`src/rtl/axil_ipif_pkg.sv`:
```
// Shared response codes, FSM state encodings and helpers for the AXI-Lite to IPIF bridge.
package axil_ipif_pkg;

  localparam logic [1:0] RESP_OKAY   = 2'b00;
  localparam logic [1:0] RESP_SLVERR = 2'b10;
  localparam logic [1:0] RESP_DECERR = 2'b11;

  typedef logic [1:0] w_state_t;
  localparam w_state_t W_IDLE = 2'd0;
  localparam w_state_t W_WAIT = 2'd1;
  localparam w_state_t W_REQ  = 2'd2;
  localparam w_state_t W_RESP = 2'd3;

  typedef logic [1:0] r_state_t;
  localparam r_state_t R_IDLE = 2'd0;
  localparam r_state_t R_WAIT = 2'd1;
  localparam r_state_t R_REQ  = 2'd2;
  localparam r_state_t R_RESP = 2'd3;

  function automatic int clog2(input int value);
    int result;
    result = 0;
    for (int i = 0; i < 31; i++) begin
      if ((1 << i) < value) result = i + 1;
    end
    return result;
  endfunction

endpackage

```
`src/rtl/ipif_addr_decode.sv`:
```
// Byte address to one-hot register chip-enable, flagging addresses beyond the register file.
module ipif_addr_decode
  import axil_ipif_pkg::*;
#(
  parameter int ADDR_W   = 32,
  parameter int NUM_REGS = 4
) (
  input  logic [ADDR_W-1:0]   addr,
  output logic [NUM_REGS-1:0] ce,
  output logic                out_of_range
);

  localparam int IDX_W = clog2(NUM_REGS);

  logic [IDX_W-1:0] idx;
  logic             unused_byte_lane;

  assign idx              = addr[IDX_W+1:2];
  assign out_of_range     = |addr[ADDR_W-1:IDX_W+2];
  assign unused_byte_lane = ^addr[1:0];

  always_comb begin
    // NOTE: default assignment first so no latch is inferred on the unselected bits.
    ce = '0;
    if (!out_of_range) ce[idx] = 1'b1;
  end

endmodule

```
`src/rtl/axil_ipif_bridge.sv`:
```
// AXI4-Lite slave to IPIF strobe/ack bridge with independent AW/W capture and fair R/W arbitration.
// Optional acknowledge timeout enabled by defining AXIL_IPIF_TIMEOUT_EN.
module axil_ipif_bridge
  import axil_ipif_pkg::*;
#(
  parameter int DATA_W      = 32,
  parameter int ADDR_W      = 32,
  parameter int NUM_REGS    = 4,
  parameter int TIMEOUT_CYC = 16
) (
  input  logic                       ACLK,
  input  logic                       ARESET,
  input  logic                       AWVALID,
  output logic                       AWREADY,
  input  logic [ADDR_W-1:0]          AWADDR,
  input  logic                       WVALID,
  output logic                       WREADY,
  input  logic [DATA_W-1:0]          WDATA,
  input  logic [DATA_W/8-1:0]        WSTRB,
  output logic                       BVALID,
  input  logic                       BREADY,
  output logic [1:0]                 BRESP,
  input  logic                       ARVALID,
  output logic                       ARREADY,
  input  logic [ADDR_W-1:0]          ARADDR,
  output logic                       RVALID,
  input  logic                       RREADY,
  output logic [DATA_W-1:0]          RDATA,
  output logic [1:0]                 RRESP,
  output logic                       bus2ip_clk,
  output logic [ADDR_W-1:0]          bus2ip_addr,
  output logic [DATA_W-1:0]          bus2ip_data,
  output logic [DATA_W/8-1:0]        bus2ip_be,
  output logic [NUM_REGS-1:0]        bus2ip_wrce,
  output logic [NUM_REGS-1:0]        bus2ip_rdce,
  input  logic [NUM_REGS*DATA_W-1:0] ip2bus_data,
  input  logic                       ip2bus_wrack,
  input  logic                       ip2bus_rdack,
  input  logic                       ip2bus_error
);

  localparam int IDX_W = clog2(NUM_REGS);

  w_state_t            w_state;
  r_state_t            r_state;
  logic                aw_held, w_held, w_oor_q, r_oor_q, prio_w;
  logic [ADDR_W-1:0]   aw_addr_q, ar_addr_q, aw_addr_eff, ar_addr_eff;
  logic [DATA_W-1:0]   w_data_q, rd_slice;
  logic [DATA_W/8-1:0] w_be_q;
  logic                aw_hs, w_hs, ar_hs, wr_req, rd_req, busy, grant_w, grant_r;
  logic [NUM_REGS-1:0] w_ce, r_ce;
  logic                w_oor, r_oor, w_done, r_done, timeout;
  logic [1:0]          w_resp, r_resp;
  logic [IDX_W-1:0]    rd_idx;

  assign bus2ip_clk = ACLK;

  assign AWREADY = !ARESET && (w_state == W_IDLE) && !aw_held;
  assign WREADY  = !ARESET && (w_state == W_IDLE) && !w_held;
  assign ARREADY = !ARESET && (r_state == R_IDLE);

  assign aw_hs = AWVALID && AWREADY;
  assign w_hs  = WVALID && WREADY;
  assign ar_hs = ARVALID && ARREADY;

  // A request completing this edge competes immediately, so the strobe follows the handshake by one cycle.
  assign wr_req  = (w_state == W_WAIT) ||
                   ((w_state == W_IDLE) && (aw_held || aw_hs) && (w_held || w_hs));
  assign rd_req  = (r_state == R_WAIT) || ar_hs;
  assign busy    = (w_state == W_REQ) || (r_state == R_REQ);
  assign grant_r = rd_req && !busy && (!wr_req || !prio_w);
  assign grant_w = wr_req && !busy && (!rd_req || prio_w);

  assign aw_addr_eff = aw_held ? aw_addr_q : AWADDR;
  assign ar_addr_eff = (r_state == R_WAIT) ? ar_addr_q : ARADDR;

  ipif_addr_decode #(.ADDR_W(ADDR_W), .NUM_REGS(NUM_REGS)) u_aw_decode (
    .addr(aw_addr_eff), .ce(w_ce), .out_of_range(w_oor)
  );
  ipif_addr_decode #(.ADDR_W(ADDR_W), .NUM_REGS(NUM_REGS)) u_ar_decode (
    .addr(ar_addr_eff), .ce(r_ce), .out_of_range(r_oor)
  );

  assign w_done = (w_state == W_REQ) && (w_oor_q || ip2bus_wrack || timeout);
  assign r_done = (r_state == R_REQ) && (r_oor_q || ip2bus_rdack || timeout);
  assign w_resp = w_oor_q ? RESP_DECERR :
                  (ip2bus_wrack && !ip2bus_error) ? RESP_OKAY : RESP_SLVERR;
  assign r_resp = r_oor_q ? RESP_DECERR :
                  (ip2bus_rdack && !ip2bus_error) ? RESP_OKAY : RESP_SLVERR;

  assign rd_idx = bus2ip_addr[IDX_W+1:2];
  always_comb begin
    rd_slice = '0;
    for (int i = 0; i < NUM_REGS; i++) begin
      if (rd_idx == IDX_W'(i)) rd_slice = ip2bus_data[DATA_W*i +: DATA_W];
    end
  end

  always_ff @(posedge ACLK or posedge ARESET) begin
    if (ARESET) begin
      w_state     <= W_IDLE;
      aw_held     <= 1'b0;
      w_held      <= 1'b0;
      aw_addr_q   <= '0;
      w_data_q    <= '0;
      w_be_q      <= '0;
      w_oor_q     <= 1'b0;
      bus2ip_wrce <= '0;
      BVALID      <= 1'b0;
      BRESP       <= RESP_OKAY;
    end else begin
      // NOTE: non-blocking assignments so every sequential block sees pre-edge values.
      if (aw_hs) begin
        aw_held   <= 1'b1;
        aw_addr_q <= AWADDR;
      end
      if (w_hs) begin
        w_held   <= 1'b1;
        w_data_q <= WDATA;
        w_be_q   <= WSTRB;
      end
      case (w_state)
        W_IDLE, W_WAIT: begin
          if (grant_w) begin
            w_state     <= W_REQ;
            aw_held     <= 1'b0;
            w_held      <= 1'b0;
            bus2ip_wrce <= w_ce;
            w_oor_q     <= w_oor;
          end else if (wr_req) begin
            w_state <= W_WAIT;
          end
        end
        W_REQ: if (w_done) begin
          w_state     <= W_RESP;
          bus2ip_wrce <= '0;
          BVALID      <= 1'b1;
          BRESP       <= w_resp;
        end
        W_RESP: if (BREADY) begin
          w_state <= W_IDLE;
          BVALID  <= 1'b0;
        end
        default: w_state <= W_IDLE;
      endcase
    end
  end

  always_ff @(posedge ACLK or posedge ARESET) begin
    if (ARESET) begin
      r_state     <= R_IDLE;
      ar_addr_q   <= '0;
      r_oor_q     <= 1'b0;
      bus2ip_rdce <= '0;
      RVALID      <= 1'b0;
      RRESP       <= RESP_OKAY;
      RDATA       <= '0;
    end else begin
      if (ar_hs) ar_addr_q <= ARADDR;
      case (r_state)
        R_IDLE, R_WAIT: begin
          if (grant_r) begin
            r_state     <= R_REQ;
            bus2ip_rdce <= r_ce;
            r_oor_q     <= r_oor;
          end else if (rd_req) begin
            r_state <= R_WAIT;
          end
        end
        R_REQ: if (r_done) begin
          r_state     <= R_RESP;
          bus2ip_rdce <= '0;
          RVALID      <= 1'b1;
          RRESP       <= r_resp;
          RDATA       <= (r_resp == RESP_OKAY) ? rd_slice : '0;
        end
        R_RESP: if (RREADY) begin
          r_state <= R_IDLE;
          RVALID  <= 1'b0;
        end
        default: r_state <= R_IDLE;
      endcase
    end
  end

  always_ff @(posedge ACLK or posedge ARESET) begin
    if (ARESET) begin
      bus2ip_addr <= '0;
      bus2ip_data <= '0;
      bus2ip_be   <= '0;
      prio_w      <= 1'b0;
    end else begin
      if (grant_w) begin
        bus2ip_addr <= aw_addr_eff;
        bus2ip_data <= w_held ? w_data_q : WDATA;
        bus2ip_be   <= w_held ? w_be_q : WSTRB;
      end else if (grant_r) begin
        bus2ip_addr <= ar_addr_eff;
        bus2ip_be   <= '0;
      end
      if (wr_req && rd_req && !busy) prio_w <= !prio_w;
    end
  end

`ifdef AXIL_IPIF_TIMEOUT_EN
  logic [7:0] to_cnt;

  always_ff @(posedge ACLK or posedge ARESET) begin
    if (ARESET)     to_cnt <= '0;
    else if (!busy) to_cnt <= '0;
    else            to_cnt <= to_cnt + 8'd1;
  end

  assign timeout = busy && (to_cnt == 8'(TIMEOUT_CYC - 1));
`else
  logic [7:0] unused_timeout_cyc;

  assign unused_timeout_cyc = 8'(TIMEOUT_CYC);
  assign timeout            = 1'b0;
`endif

endmodule

```
`config.mk`:
```
export PLATFORM = sky130hd
export DESIGN_NAME = axil_ipif_bridge
export DESIGN_NICKNAME = d
export VERILOG_FILES = /design/src/rtl/axil_ipif_pkg.sv /design/src/rtl/ipif_addr_decode.sv /design/src/rtl/axil_ipif_bridge.sv
export SDC_FILE = /design/constraint.sdc
export NUM_CORES = 1
export LEC_CHECK = 0
export ABC_AREA = 1
export CAP_MARGIN = 40
export CORE_MARGIN = 2
export CORE_UTILIZATION = 25
export DETAILED_ROUTE_END_ITERATION = 10
export DONT_BUFFER_PORTS = 1
export HOLD_SLACK_MARGIN = 0.15
export PLACE_DENSITY = 0.46
export SKIP_LAST_GASP = 1
export SLEW_MARGIN = 20
export SYNTH_ARGS = -nofsm -noshare
export SYNTH_HDL_FRONTEND = slang
export SYNTH_HIERARCHICAL = 1
export SYNTH_SLANG_ARGS = --single-unit
```
`constraint.sdc`:
```
create_clock -name ACLK -period 8.45 [get_ports ACLK]
set_clock_uncertainty 0.15 [all_clocks]
set_input_delay 1.2675 -clock ACLK [delete_from_list [all_inputs] [get_ports ACLK]]
set_output_delay 1.2675 -clock ACLK [all_outputs]
set_load 0.01 [all_outputs]
```
==> summary.txt <==
Timing
  • Fin Hold WS: 0.335 ns
  • Relative slew slack: 47.7%
  • Unrepaired setup endpoints after global routing: no
  • Total Neg Setup Slack: 0 ns
  • Worst-margin pin slew: 0.783 ns
  • Final hold vios: 0
  • Final slew viol count: 0
  • Setup violators final: 0

Clocking
  • CTS tree: yes
  • Post-cts gate resize count: 0
  • Setup bufs post-CTS: 0
  • CTS Hold Bufs: 0
  • Clk_lat worst skew: 0.56 ns
  • CTS Sinks: 223
  • Worst-path clk slew: 0.06 ns
  • Num CTS Buffers: 28
  • Clk buf depth: 3
  • CTS root buf: clkbuf_16
  • H-tree depth: 1

Pwr
  • Seq pwr share: 39.4%
  • Sw frac: 43.6%
  • Leak: 0.00646 µW
  • Psw: 2260 µW
  • Peak VDD IR: 0.180 mV
  • Clock power share: 23.7%
  • Int Power: 2920 µW
  • Cell Pwr Density: 404 nW/µm²
  • Comb pwr share: 36.9%

Placed design
  • DPL Wire Length: 27000 µm
  • PortBufs: 0
  • Final Wtd Congestion: 0.825

Detailed routing
  • Routed len/inst: 18.0 µm
  • Initial DRC Count: 770
  • Remaining antenna violation count: 0
  • Via density: 4.64
  • Drc violations: 0
  • Total wire length: 37000 µm
  • Vias post-DR: 9556
  • First-pass DRT Iterations: 5

Status
  • Status: completed

Synthesis
  • Yosys top cell area share: 49.7%
  • #FFs+latches synth: 223
  • Synth Instances: 1492
  • Mean Syn Cell Area: 7.52 µm²
  • Sequential area share after synthesis: 49.7%
  • Syn. warnings: 6
  • Yosys top cell by area: dfrtp_1
  • Synthesized area: 11200 µm²
  • Synth top area cells: dfrtp_1 50%, nand2_1 17%, o21ai_0 7.7%
  • Synth unique cells: 27
  • Post-Synthesis Net Count: 1730

Critical path
  • Worst Path Arrival: 4.23 ns
  • Worst setup EP type: output pin
  • Crit Path Max Fanout: 2
  • Crit path launch type: clock port
  • CP Depth: 0
  • Worst Reg-to-Reg Cells: 11
  • Crit path kind: clock port to output pin
  • Data required, critical path: 7.03 ns

Finish
  • Share of cells above drive strength 1: 6.14%
  • Layout filler cell count: 4728
  • Area grow syn2layout: 14.2%
  • Final core utilization: 29.0%
  • Final net count: 1683

Worst hold path
  • Hold depth: 2
  • HP Class: register to register

Die
  • Initial Util: 25.4%
  • Rows: 77
  • Die height: 216 µm
  • Core Footprint: 44200 µm²
  • Die Width: 216 µm
  • Ports: 356
  • Die ar.: 46600 µm²

Run
  • Max Cap Viol: 0

Global routing
  • Gr ovfl total: 0
  • First-pass GRT wire length: 56200 µm
  • Vias in the first global route: 9107
  • Initial antenna violation count: 5
  • Pin count of the biggest net entering global routing: 89
  • Tot GR Track Use: 15.4%
layer usage:
metal  up-vias  GRT usage [%]  part of all wire (%)  wire length, µm
met5         -              0                 0.081               30
met4         4           4.98                   2.5              926
met1      4437           21.2                    46            17000
li1       4743              -                     -                -
met3        53           4.65                   8.2             3060
met2       319           23.0                    43            16100
cells in the mapped netlist, drive strengths merged:
cell and count:
o31ai 9, nor3 21, o21bai 2, o21ai 173, nand2 500, o211ai 57
a22o 8, and2 2, dfrtp 223, buf 37, a21oi 34, nand4 8
inv 130, o22ai 5, clkbuf 62, a41oi 1, o221ai 2, nor2 92
nand3 126
flip-flops by register name, summed over array words and instances (netlist names):
| register | count |
|---|---|
| RDATA | 32 |
| r_oor_q | 1 |
| bus2ip_rdce | 4 |
| w_data_q | 32 |
| ar_addr_q | 32 |
| bus2ip_be | 4 |
| w_be_q | 4 |
| bus2ip_data | 32 |
| w_state | 2 |
| BRESP | 2 |
| RVALID | 1 |
| BVALID | 1 |
| w_oor_q | 1 |
| aw_addr_q | 32 |
| prio_w | 1 |
| r_state | 2 |
| bus2ip_wrce | 4 |
| w_held | 1 |
| RRESP | 2 |
| aw_held | 1 |
| bus2ip_addr | 32 |
power groups by stage:
stage | registers (µW) | logic [µW] | clock network (µW)
after floorplan | 1900 | 1480 | 9.75
after global placement | 2080 | 1790 | 0
after detailed placement | 2060 | 1930 | 0
after CTS | 2050 | 1930 | 1260
after global routing | 2090 | 2210 | 1320
final | 2040 | 1910 | 1230
area by class of cell:
| class | count | area [µm²] | share of cell area, % |
|---|---|---|---|
| repair buffers | 22 | 287 | 2.24 |
| diodes | 3 | 7.51 | 0.0586 |
| multi-input cells | 1040 | 4750 | 37.1 |
| well taps | 592 | 741 | 5.78 |
| clock inverters | 11 | 116 | 0.908 |
| inverters | 130 | 495 | 3.87 |
| clock buffers | 39 | 832 | 6.49 |
| flip-flops and latches | 223 | 5580 | 43.6 |
cells by family (layout without fill, tap and decap cells):
group,after synthesis,in the layout,share of synthesized area (%)
other cells,0,3,0
compound gates,291,291,15.0
flops,223,223,49.7
buf+inv,229,202,8.08
simple gates,749,749,27.2
cell usage in the layout, fill, tap and decap left out, types with 9 or more instances in the layout:
master	synthesis	layout
nand2_1	497	495
dfrtp_1	223	221
o21ai_0	173	173
inv_1	127	126
nand3_1	124	123
nor2_1	88	88
o211ai_1	57	57
a21oi_1	33	33
clkbuf_16	0	28
nor3_1	21	21
buf_4	4	12
o31ai_1	9	9
clkbuf_8	0	9
tightest hold or removal path, stage by stage, from the launching register on:
cell     delay, ns
dfrtp_1       0.34
nand2_1       0.05
o21ai_0       0.06
path summary, 6_finish.rpt:
check                             startpoint              end  slack (ns)
worst max-delay path                    ACLK       bus2ip_clk        2.81
worst min-delay path            aw_addr_q[3]     aw_addr_q[3]        0.33
worst max register to register    r_state[0]  bus2ip_addr[15]        4.04
worst min register to register  aw_addr_q[3]     aw_addr_q[3]        0.33
max in group asynchronous             ARESET     aw_addr_q[0]        6.45
min in group asynchronous             ARESET        RDATA[31]        0.48
through the flow:
step / power [µW] / area, µm² / instances / worst slack, ns
2_1_floorplan: 3380 / 11200 / 1492 / 0.142
3_3_place_gp: 3860 / 11700 / 1997 / 2.81
3_5_place_dp: 3990 / 11800 / 2006 / 2.81
4_1_cts: 5240 / 12800 / 2056 / 2.81
5_1_grt: 5620 / 12800 / 2059 / 2.81
6_report: 5180 / 12800 / 2060 / 2.81
No activity file was read; power rests on OpenSTA's default activity.
